[src/rtl/decoder_proj_pkg.sv]
// decoder_proj_pkg: shared scan-controller state encoding and decoder input width.
package decoder_proj_pkg;

    localparam int DEC_CODE_W = 7;

    typedef enum logic [1:0] {
        ST_ARB,
        ST_DWELL,
        ST_BLANK
    } state_t;

endpackage

[src/rtl/decoder_scan_ctrl_rr_arbiter.sv]
// rr_arbiter: combinational round-robin pick, searching upward from ptr with wrap.
module rr_arbiter #(
    parameter int N_REQ = 4,
    localparam int PW = $clog2(N_REQ)
) (
    input  logic [N_REQ-1:0] req,
    input  logic [PW-1:0]    ptr,
    output logic [N_REQ-1:0] gnt,
    output logic             found
);

    logic [PW-1:0] j;

    always_comb begin
        gnt   = '0;
        found = 1'b0;
        j     = '0;
        for (int k = 0; k < N_REQ; k++) begin
            j = PW'((int'(ptr) + k) % N_REQ);
            if (!found && req[j]) begin
                gnt[j] = 1'b1;
                found  = 1'b1;
            end
        end
    end

endmodule

[src/rtl/decoder_scan_ctrl.sv]
// decoder_scan_ctrl: round-robin time-sharing of the decoder input among requesters,
// each code held for a fixed dwell window followed by an optional blanking gap.
module decoder_scan_ctrl
    import decoder_proj_pkg::*;
#(
    parameter int N_REQ  = 4,
    parameter int CODE_W = DEC_CODE_W,
    parameter int DWELL  = 8,
    parameter int BLANK  = 1
) (
    input  logic                    wb_clk_i,
    input  logic                    wb_rst_i,
    input  logic                    en,
    input  logic [N_REQ-1:0]        req,
    input  logic [N_REQ*CODE_W-1:0] code,
    output logic [CODE_W-1:0]       dec_in,
    output logic [N_REQ-1:0]        dec_sel,
    output logic                    dec_valid,
    output logic [N_REQ-1:0]        ack,
    output logic                    busy
);

    localparam int PW = $clog2(N_REQ);
    localparam int CW = $clog2((DWELL > BLANK ? DWELL : BLANK) + 1);

    state_t             state, state_n;
    logic [CW-1:0]      cnt, cnt_n;
    logic [PW-1:0]      ptr, ptr_n, gidx;
    logic [N_REQ-1:0]   gnt, sel_n, ack_n;
    logic               found, valid_n;
    logic [CODE_W-1:0]  gcode, din_n;

    rr_arbiter #(.N_REQ(N_REQ)) u_arb (
        .req   (req),
        .ptr   (ptr),
        .gnt   (gnt),
        .found (found)
    );

    always_comb begin
        gidx  = '0;
        gcode = '0;
        for (int i = 0; i < N_REQ; i++) begin
            if (gnt[i]) begin
                gidx  = PW'(i);
                gcode = code[i*CODE_W +: CODE_W];
            end
        end
    end

    // Outputs are computed one cycle ahead so dec_in/dec_sel/ack leave straight from flops.
    always_comb begin
        state_n = state;
        cnt_n   = cnt;
        ptr_n   = ptr;
        sel_n   = dec_sel;
        din_n   = dec_in;
        case (state)
            ST_ARB: begin
                if (en && found) begin
                    state_n = ST_DWELL;
                    cnt_n   = CW'(DWELL - 1);
                    ptr_n   = (gidx == PW'(N_REQ - 1)) ? '0 : gidx + 1'b1;
                    sel_n   = gnt;
                    din_n   = gcode;
                end
            end
            ST_DWELL: begin
                if (cnt == '0) begin
                    state_n = (BLANK > 0) ? ST_BLANK : ST_ARB;
                    cnt_n   = CW'((BLANK > 0) ? BLANK - 1 : 0);
                end else begin
                    cnt_n = cnt - 1'b1;
                end
            end
            ST_BLANK: begin
                if (cnt == '0) state_n = ST_ARB;
                else cnt_n = cnt - 1'b1;
            end
            default: state_n = ST_ARB;
        endcase
        valid_n = (state_n == ST_DWELL);
        sel_n   = valid_n ? sel_n : '0;
        din_n   = valid_n ? din_n : '0;
        ack_n   = (valid_n && cnt_n == '0) ? sel_n : '0;
    end

    always_ff @(posedge wb_clk_i) begin
        if (wb_rst_i) begin
            state     <= ST_ARB;
            cnt       <= '0;
            ptr       <= '0;
            dec_in    <= '0;
            dec_sel   <= '0;
            dec_valid <= 1'b0;
            ack       <= '0;
        end else begin
            state     <= state_n;
            cnt       <= cnt_n;
            ptr       <= ptr_n;
            dec_in    <= din_n;
            dec_sel   <= sel_n;
            dec_valid <= valid_n;
            ack       <= ack_n;
        end
    end

    assign busy = (state != ST_ARB);

endmodule

[config.mk]
export PLATFORM = sky130hd
export DESIGN_NAME = decoder_scan_ctrl
export DESIGN_NICKNAME = d
export VERILOG_FILES = /design/src/rtl/decoder_proj_pkg.sv /design/src/rtl/decoder_scan_ctrl_rr_arbiter.sv /design/src/rtl/decoder_scan_ctrl.sv
export SDC_FILE = /design/constraint.sdc
export NUM_CORES = 1
export LEC_CHECK = 0
export ABC_AREA = 1
export CAP_MARGIN = 25
export CORE_ASPECT_RATIO = 2
export CORE_MARGIN = 1
export CORE_UTILIZATION = 30
export DETAILED_ROUTE_END_ITERATION = 6
export REMOVE_ABC_BUFFERS = 1
export SLEW_MARGIN = 30
export SYNTH_ARGS = -nofsm -noshare
export SYNTH_HDL_FRONTEND = slang
export SYNTH_SLANG_ARGS = --single-unit
[constraint.sdc]
create_clock -name wb_clk_i -period 6 [get_ports wb_clk_i]
set_input_delay 0.6 -clock wb_clk_i [delete_from_list [all_inputs] [get_ports wb_clk_i]]
set_output_delay 0.6 -clock wb_clk_i [all_outputs]
set_load 0.01 [all_outputs]
==> out/results.tsv, run 1 <==
metric	value	unit
hold-fix buffers at CTS	0	
vias in the first global route	1734	
CP Launch Point	ptr[0]$_SDFFE_PP0P_	
clock sink count	24	
Relative slew margins	70.86	%
CTS H-tree depth	1	
GRT Residual Overflow	0	
Psw	0.0006881	W
post-synth top area share	27.85	%
FF+latch count, synth	24	
Routed WL	4.710	mm
Post-CTS Setup Repair Bufs	0	
Antenna Cells	0	
Final nets	363	
clk_skew	0.006957	ns
clk root buf	clkbuf_8	
Worst VDD drop	0.0002672	V
CP Capture Point	ack[1]$_SDFF_PP0_	
die height	109.3	um
worst slew pin tran	0.4366	ns
CTS tree	done	
Synth Area in Adders	6.526	%
area grow syn2layout	36.48	%
CTS buffer count	3	
hold crit path type	reg -> reg	
RSZ-0062 raised after global routing	no	
Comb pwr share	70.4	%
crit path kind	reg -> reg	
largest area contributor in the netlist	dfxtp_1	
largest net degree at the start of global routing	26	
count of cell types in the netlist	28	
Critical Path Start Type	flip-flop	
largest cells by area after synthesis	dfxtp_1 (28%), nand2_1 (15%), nor2_1 (9.1%)	
via/cell ratio	4.690	
cts repair resizes	0	
fin. max-slew vios	0	
placed cell area	2283	um^2
RR Endpoint	ack[1]$_SDFF_PP0_	
worst hold slack	0.4674	ns
required time of the critical path	6.22	ns
Die Span X	55.63	um
Synth Area in Simple Gates	41.48	%
largest family of logic cells by synthesized area	simple AND/OR/NAND/NOR gates	
maximum root-to-sink buffer count	2	
Sw Ratio	52.86	%
ratio of cells with drive above 1 in the final layout	9.748	%
synthesized area per cell	6.462	um^2
synth warn	0	
period utilization	43.98	%
Pwr Density	552.8	nW/um^2
dominant cell by count in the synthesized netlist	nand2_1	
LEAKAGE	1.084	nW
maximum clock frequency	0.3789	GHz
sequential power share	18.7	%
vias	1773	
sequential fraction of the synthesis area	27.85	%
XOR/XNOR Fraction of Synth Area	1.015	%
core area	5468	um^2
Post-synth EDFFs	0	
post-synthesis compound-gate area fraction	13.92	%
first-pass GRT wire length	7.728	mm
final instance area	2355	um^2
WP data arrival	2.85	ns
Netlist Area Pre-Place	1725	um^2
Port Buf Inserts	51	
cells after synthesis	267	
initial core utilization	31.56	%
R2R cell count	13	
setup TNS	0	ns
setup violators final	0	
minimum clock period	2.639	ns
initial antenna violation count	0	
Clk pwr share	11.0	%
DP HPWL	3.824	mm
Worst setup EP type	flip-flop	
clock transition at the registers of the reported paths	0.09	ns
Main synth FF type	dfxtp_1	
Die Area	6077	um^2
mux share of post-synthesis cell area	0	%
Worst-Skew Late Latency	0.27	ns
DR DRC count	0	
Critical Path Fanout Max	25	
wire length per cell	12.46	um
Internal	0.0006137	W
worst reg-to-reg setup slack	3.36	ns
MaxCap Viol Count	0	
initial DRC count	36	
Initial DRT Pass Iterations	4	
I/O pin count	52	
status	completed	
Hold Fails Final Rpt	0	
post-synthesis async set-or-reset flop share	0	%
gp weighted congestion	0.8820	
All-Layer GR Usage	16.03	%
remaining antenna violation count after routing	0	
top post-synthesis cells by count	nand2_1 (70), nor2_1 (42), inv_1 (32)	
worst reg2reg startpoint	ptr[0]$_SDFFE_PP0P_	
Site Rows	38	
==> per-stage QoR <==
stage,power (W),util (%),worst slack (ns),cells
floorplan,0.0009220,-,3.772,263
global placement,0.001155,41.76,3.377,374
detailed placement,0.001162,41.76,3.324,374
CTS,0.001307,43.07,3.344,378
global route,0.001447,43.07,3.109,378
finish,0.001302,43.07,3.361,378
==> power groups by stage <==
stage	Combinational (W)	Sequential, W	Clock [W]
2_1_floorplan	0.000677	0.000245	0
3_3_place_gp	0.000908	0.000247	0
3_5_place_dp	0.000916	0.000247	0
4_1_cts	0.000919	0.000243	0.000145
5_1_grt	0.00105	0.000250	0.000152
6_report	0.000916	0.000243	0.000143
==> worst min path at each step <==
stage                           start                     end  slack, ns  depth (start not counted)
4_1_cts        dec_in[2]$_SDFFE_PP0P_  dec_in[2]$_SDFFE_PP0P_       0.47                          2
6_report       dec_in[2]$_SDFFE_PP0P_  dec_in[2]$_SDFFE_PP0P_       0.47                          2
3_3_place_gp   dec_in[2]$_SDFFE_PP0P_  dec_in[2]$_SDFFE_PP0P_       0.45                          2
3_5_place_dp   dec_in[2]$_SDFFE_PP0P_  dec_in[2]$_SDFFE_PP0P_       0.46                          2
2_1_floorplan  dec_in[0]$_SDFFE_PP0P_  dec_in[0]$_SDFFE_PP0P_       0.49                          2
5_1_grt        dec_in[2]$_SDFFE_PP0P_  dec_in[2]$_SDFFE_PP0P_       0.48                          2
==> critical path, stage by stage (launching register included) <==
cell	delay (ns)
dfxtp_1	0.60
inv_2	0.16
ha_1	0.35
inv_1	0.13
nand3_1	0.09
nand2_1	0.15
nand2_4	0.08
nor2_8	0.13
a21boi_4	0.09
nand2_4	0.21
o211ai_1	0.15
nor2_1	0.19
nand3_2	0.13
nor2_1	0.10
==> state kept, by name, indices dropped and copies added, names as in the netlist <==
| signal | flops |
|---|---|
| state | 2 |
| ack | 4 |
| ptr | 2 |
| dec_in | 7 |
| cnt | 4 |
| dec_valid | 1 |
| dec_sel | 4 |
==> cells in the final DEF (no fill, tap or decap), types with 2 or more instances in the layout <==
master / count
nand2_1: 70
clkdlybuf4s50_1: 51
nor2_1: 42
inv_1: 32
a21oi_1: 25
dfxtp_1: 24
nand3_1: 19
ha_1: 9
nand3_2: 7
nand2_2: 5
nand2_4: 5
o21ai_0: 5
inv_2: 3
clkbuf_8: 3
o21ai_2: 2
nor2_2: 2
xor2_1: 2
nor3_1: 2
o211ai_1: 2
==> layer usage <==
metal | global-route usage, % | wire, um | part of all wire (%)
met1 | 16.26 | 1747 | 37
met2 | 32.44 | 2690 | 57
met3 | 1.186 | 168 | 3.6
met4 | 6.964 | 105 | 2.2
met5 | 0 | 0 | 0
==> cell type report <==
| cell class | instances | area, um^2 |
|---|---|---|
| Multi-Input combinational cell | 204 | 1086 |
| Timing Repair Buffer | 51 | 510.5 |
| Clock inverter | 1 | 30.03 |
| Inverter | 35 | 131.4 |
| Sequential cell | 24 | 480.5 |
| Fill cell | 563 | 3113 |
| Clock buffer | 3 | 41.29 |
| Tap cell | 60 | 75.07 |
==> logic make-up (layout without fill, tap and decap cells) <==
group	count (synthesis)	after routing
AO/OA/AOI/OAI	40	40
XOR/XNOR	2	2
adder cells (fa/ha/maj)	9	9
buffers and inverters	39	90
flip-flops	24	24
AND/OR/NAND/NOR	153	153
No activity file was read; power rests on OpenSTA's default activity.
==> run 2: changes to the inputs <==
==> constraint.sdc (replaced) <==
create_clock -name wb_clk_i -period 2.2 [get_ports wb_clk_i]
set_input_delay 0.22 -clock wb_clk_i [delete_from_list [all_inputs] [get_ports wb_clk_i]]
set_output_delay 0.22 -clock wb_clk_i [all_outputs]
set_load 0.01 [all_outputs]
==> out/results.tsv, run 2 (synthesis gave the netlist of run 1 again) <==
metric	value	unit	change
status	completed		
Relative slew margins	72.00	%	+1.1 points
DR DRC count	0		unchanged
vias	1867		+5.3%
CTS buffer count	3		unchanged
wire length per cell	13.18	um	+5.8%
remaining antenna violation count after routing	0		unchanged
vias in the first global route	1784		+2.9%
period utilization	91.70	%	+48 points
DP HPWL	4.075	mm	+6.6%
clock sink count	24		unchanged
maximum root-to-sink buffer count	2		unchanged
Die Span X	55.63	um	unchanged
Die Area	6077	um^2	unchanged
Largest Register	dec_in		
All-Layer GR Usage	16.94	%	+0.91 points
Worst-Skew Late Latency	0.27	ns	about the same
LEAKAGE	1.138	nW	+5.0%
Hold Fails Final Rpt	0		unchanged
first-pass GRT wire length	8.093	mm	+4.7%
max reg flops	7		unchanged
GRT Residual Overflow	0		unchanged
clk root buf	clkbuf_8		
fin. max-slew vios	0		unchanged
area grow syn2layout	42.71	%	
die height	109.3	um	unchanged
Final nets	374		+3.0%
Critical Path Fanout Max	13		-48%
WP data arrival	2.19	ns	-0.66 ns
via/cell ratio	4.799		+2.3%
Antenna Cells	0		unchanged
initial antenna violation count	0		unchanged
required time of the critical path	2.37	ns	-3.85 ns
MaxCap Viol Count	0		unchanged
Worst setup EP type	flip-flop		
hold crit path type	reg -> reg		
setup violators final	0		unchanged
worst slew pin tran	0.4185	ns	-0.01810 ns
placed cell area	2351	um^2	+3.0%
Site Rows	38		unchanged
I/O pin count	52		unchanged
setup slack after layout	0.1827	ns	-3.178 ns
CTS H-tree depth	1		unchanged
Pwr Density	1551	nW/um^2	+180%
gp weighted congestion	1.014		+15%
crit path kind	reg -> reg		
most common cell after layout, fill and taps aside	nand2_1		
initial core utilization	31.56	%	unchanged
maximum clock frequency	0.4957	GHz	+31%
clock transition at the registers of the reported paths	0.09	ns	about the same
Routed WL	5.126	mm	+8.8%
Initial DRT Pass Iterations	4		unchanged
commonest cells after routing, fill and taps aside	nand2_1 (69), clkdlybuf4s50_1 (51), nor2_1 (42)		
final instance area	2462	um^2	+4.6%
clk_skew	0.006437	ns	-0.0005196 ns
Port Buf Inserts	51		unchanged
Critical Path Start Type	flip-flop		
largest net degree at the start of global routing	15		-42%
core area	5468	um^2	unchanged
ratio of cells with drive above 1 in the final layout	14.29	%	+4.5 points
Setup WS pre-CTS	0.004248	ns	-3.319 ns
CTS tree	done		
minimum clock period	2.017	ns	-0.6217 ns
initial DRC count	54		+50%
Worst VDD drop	0.0008263	V	+210%
worst hold slack	0.4702	ns	+0.002844 ns
[run 2: changes by cell type in the layout (fill, tap and decap cells not counted), sizes merged]
cell / delta
buf: +11
clkbuf: +1
bufinv: -1
[run 2: path summary, 6_finish.rpt]
check	from	endpoint	slack, ns	depth (start not counted)
setup / recovery	ptr[1]$_SDFFE_PP0P_	dec_in[3]$_SDFFE_PP0P_	0.18	15
hold / removal	dec_in[6]$_SDFFE_PP0P_	dec_in[6]$_SDFFE_PP0P_	0.47	2
hold reg to reg	dec_in[6]$_SDFFE_PP0P_	dec_in[6]$_SDFFE_PP0P_	0.47	2
setup reg to reg	ptr[1]$_SDFFE_PP0P_	dec_in[3]$_SDFFE_PP0P_	0.18	15
[run 2: layout make-up]
type                            instances  area [um^2]
Clock buffer                            4        55.05
Multi-Input combinational cell        204         1122
Tap cell                               60        75.07
Fill cell                             577         3005
Inverter                               35        136.4
Timing Repair Buffer                   62        593.1
Sequential cell                        24        480.5
[run 2: repair_timing]
action / CTS / global route
gates resized for setup: 0 / 9
endpoints found under the setup margin: 0 / 16
buffers inserted: 0 / 2
hold buffers: 0 / 0
[run 2: report_power, final]
group | leakage (nW) | switching, W | total [W] | internal, W
clock network | 0.0288 | 0.000143 | 0.000303 | 0.000160
logic | 0.914 | 0.00179 | 0.00289 | 0.00110
registers | 0.196 | 0.0000703 | 0.000623 | 0.000552
total | 1.14 | 0.00200 | 0.00382 | 0.00182
[run 2: layer usage]
layer  routed length [um]  GRT usage, %
met1                 1948         17.49
met2                 2891         33.39
met3                  122         1.305
met4                  163         8.393
met5                    0             0
[run 2: critical path: stages (launching register included)]
cell and delay, ns:
dfxtp_1 0.34, inv_1 0.07, ha_4 0.28, inv_1 0.05, buf_4 0.13, nand2_1 0.07, nand2_2 0.08, nand3_1 0.08
nand2_1 0.10, nor2_4 0.14, nand2_4 0.11, buf_4 0.17, a21oi_1 0.13, nand2_1 0.07, nand2_1 0.06, a21oi_1 0.05
[run 2: metrics by stage]
step / instances / TNS, ns / power (W) / util [%]
after global routing: 389 / -0.01947 / 0.004226 / 45.03
after floorplan: 263 / -0.1117 / 0.002515 / -
after global placement: 383 / 0 / 0.003337 / 43.00
after detailed placement: 383 / 0 / 0.003355 / 43.00
after CTS: 387 / 0 / 0.003668 / 44.00
final: 389 / 0 / 0.003819 / 45.03
==> run 3: changes to the inputs <==
--- a/config.mk
+++ b/config.mk
@@ -10,6 +10,7 @@
 export CORE_ASPECT_RATIO = 2
 export CORE_MARGIN = 1
 export CORE_UTILIZATION = 30
+export CTS_BUF_LIST = sky130_fd_sc_hd__clkbuf_16
 export DETAILED_ROUTE_END_ITERATION = 6
 export REMOVE_ABC_BUFFERS = 1
 export SLEW_MARGIN = 30
==> out/results.tsv, run 3 (synthesis gave the netlist of run 1 again) <==
metric	value	unit	change
worst slew pin tran	0.4138	ns	-0.004645 ns
Comb pwr share	73.9	%	-1.9 points
CTS tree	done		
All-Layer GR Usage	16.87	%	-0.074 points
hold-fix buffers at CTS	0		unchanged
LEAKAGE	1.148	nW	+0.86%
CTS H-tree depth	1		unchanged
wire length per cell	13.15	um	-0.21%
largest net degree at the start of global routing	15		unchanged
gp weighted congestion	1.014		unchanged
Die Area	6077	um^2	unchanged
Sw Ratio	51.42	%	-1.0 points
Relative slew margins	72.31	%	+0.31 points
Routed WL	5.115	mm	-0.21%
commonest cells after routing, fill and taps aside	nand2_1 (69), clkdlybuf4s50_1 (51), nor2_1 (42)		
setup violators final	0		unchanged
Psw	0.002012	W	+0.45%
WP data arrival	2.17	ns	-0.02 ns
die height	109.3	um	unchanged
clk_skew	0.004122	ns	-0.002315 ns
Worst VDD drop	0.0008815	V	+6.7%
CTS buffer count	3		unchanged
vias in the first global route	1775		-0.50%
via/cell ratio	4.810		+0.21%
GRT Residual Overflow	0		unchanged
Pwr Density	1574	nW/um^2	+1.5%
setup TNS	0	ns	unchanged
Worst setup EP type	flip-flop		
initial antenna violation count	0		unchanged
placed cell area	2351	um^2	unchanged
Largest Register	dec_in		
period utilization	91.51	%	-0.18 points
Port Buf Inserts	51		unchanged
crit path kind	reg -> reg		
Critical Path Fanout Max	13		unchanged
Setup WS pre-CTS	0.004248	ns	unchanged
Clk pwr share	10.2	%	+2.3 points
Hold Fails Final Rpt	0		unchanged
Initial DRT Pass Iterations	4		unchanged
status	completed		
max reg flops	7		unchanged
vias	1871		+0.21%
area grow syn2layout	44.09	%	
clock transition at the registers of the reported paths	0.06	ns	-0.03 ns
ratio of cells with drive above 1 in the final layout	13.98	%	-0.30 points
hold crit path type	reg -> reg		
DP HPWL	4.075	mm	unchanged
Internal	0.001900	W	+4.6%
I/O pin count	52		unchanged
Non-Filler Instances	389		unchanged
fin. max-slew vios	0		unchanged
initial DRC count	49		-9.3%
DR DRC count	0		unchanged
MaxCap Viol Count	0		unchanged
required time of the critical path	2.35	ns	-0.02 ns
Die Span X	55.63	um	unchanged
final instance area	2486	um^2	+0.97%
maximum clock frequency	0.4967	GHz	+0.20%
Antenna Cells	0		unchanged
core area	5468	um^2	unchanged
minimum clock period	2.013	ns	-0.004025 ns
Site Rows	38		unchanged
sequential power share	15.9	%	-0.4 points
placed cells	383		unchanged
Critical Path Start Type	flip-flop		
most common cell after layout, fill and taps aside	nand2_1		
first-pass GRT wire length	8.073	mm	-0.25%
initial core utilization	31.56	%	unchanged
clock sink count	24		unchanged
Final nets	374		unchanged
Worst-Skew Late Latency	0.26	ns	about the same
setup slack after layout	0.1867	ns	+0.004025 ns
clk root buf	clkbuf_16		
remaining antenna violation count after routing	0		unchanged
maximum root-to-sink buffer count	2		unchanged
==> run 3: what timing repair did <==
| action | in CTS | in global routing |
|---|---|---|
| endpoints found under the setup margin | 0 | 15 |
| gates resized for setup | 0 | 9 |
| buffers inserted | 0 | 2 |
==> run 3: per-stage QoR <==
step           hold WS [ns]  utilization (%)  total power, W
2_1_floorplan        0.2891                -        0.002515
6_report             0.4664            45.47        0.003912
3_3_place_gp         0.4579            43.00        0.003337
5_1_grt              0.4883            45.47        0.004320
3_5_place_dp         0.4603            43.00        0.003355
4_1_cts              0.4698            44.44        0.003762
==> run 3: layer usage <==
| metal | vias to the layer above | global-route usage, % | wire length, um |
|---|---|---|---|
| met4 | 0 | 7.857 | 172 |
| li1 | 973 | - | - |
| met5 | - | 0 | 0 |
| met2 | 36 | 33.30 | 2858 |
| met3 | 14 | 1.305 | 99 |
| met1 | 848 | 17.56 | 1985 |
==> run 3: path summary, 6_finish.rpt <==
check                              start                endpoint  slack [ns]  depth (start not counted)
setup reg to reg     ptr[1]$_SDFFE_PP0P_  dec_in[3]$_SDFFE_PP0P_        0.19                         15
setup / recovery     ptr[1]$_SDFFE_PP0P_  dec_in[3]$_SDFFE_PP0P_        0.19                         15
hold / removal    dec_in[6]$_SDFFE_PP0P_  dec_in[6]$_SDFFE_PP0P_        0.47                          2
hold reg to reg   dec_in[6]$_SDFFE_PP0P_  dec_in[6]$_SDFFE_PP0P_        0.47                          2
==> run 3: critical path, cell delays in order (launching register included) <==
cell,delay (ns)
dfxtp_1,0.33
inv_1,0.07
ha_4,0.28
inv_1,0.05
buf_4,0.13
nand2_1,0.07
nand2_2,0.08
nand3_1,0.08
nand2_1,0.10
nor2_4,0.14
nand2_4,0.11
buf_4,0.17
a21oi_1,0.13
nand2_1,0.07
nand2_1,0.06
a21oi_1,0.05
==> run 3: layout make-up <==
cell class / count / area (um^2)
Inverter: 35 / 136.4
Fill cell: 572 / 2982
Tap cell: 60 / 75.07
Multi-Input combinational cell: 204 / 1122
Clock inverter: 1 / 3.754
Sequential cell: 24 / 480.5
Clock buffer: 3 / 75.07
Timing Repair Buffer: 62 / 593.1
==> run 3: power groups by stage <==
stage / Sequential (W) / Clock, W / Combinational [W]
after floorplan: 0.000668 / 0 / 0.00185
after global placement: 0.000630 / 0 / 0.00271
after detailed placement: 0.000631 / 0 / 0.00272
after CTS: 0.000622 / 0.000408 / 0.00273
after global routing: 0.000636 / 0.000422 / 0.00326
final: 0.000623 / 0.000399 / 0.00289
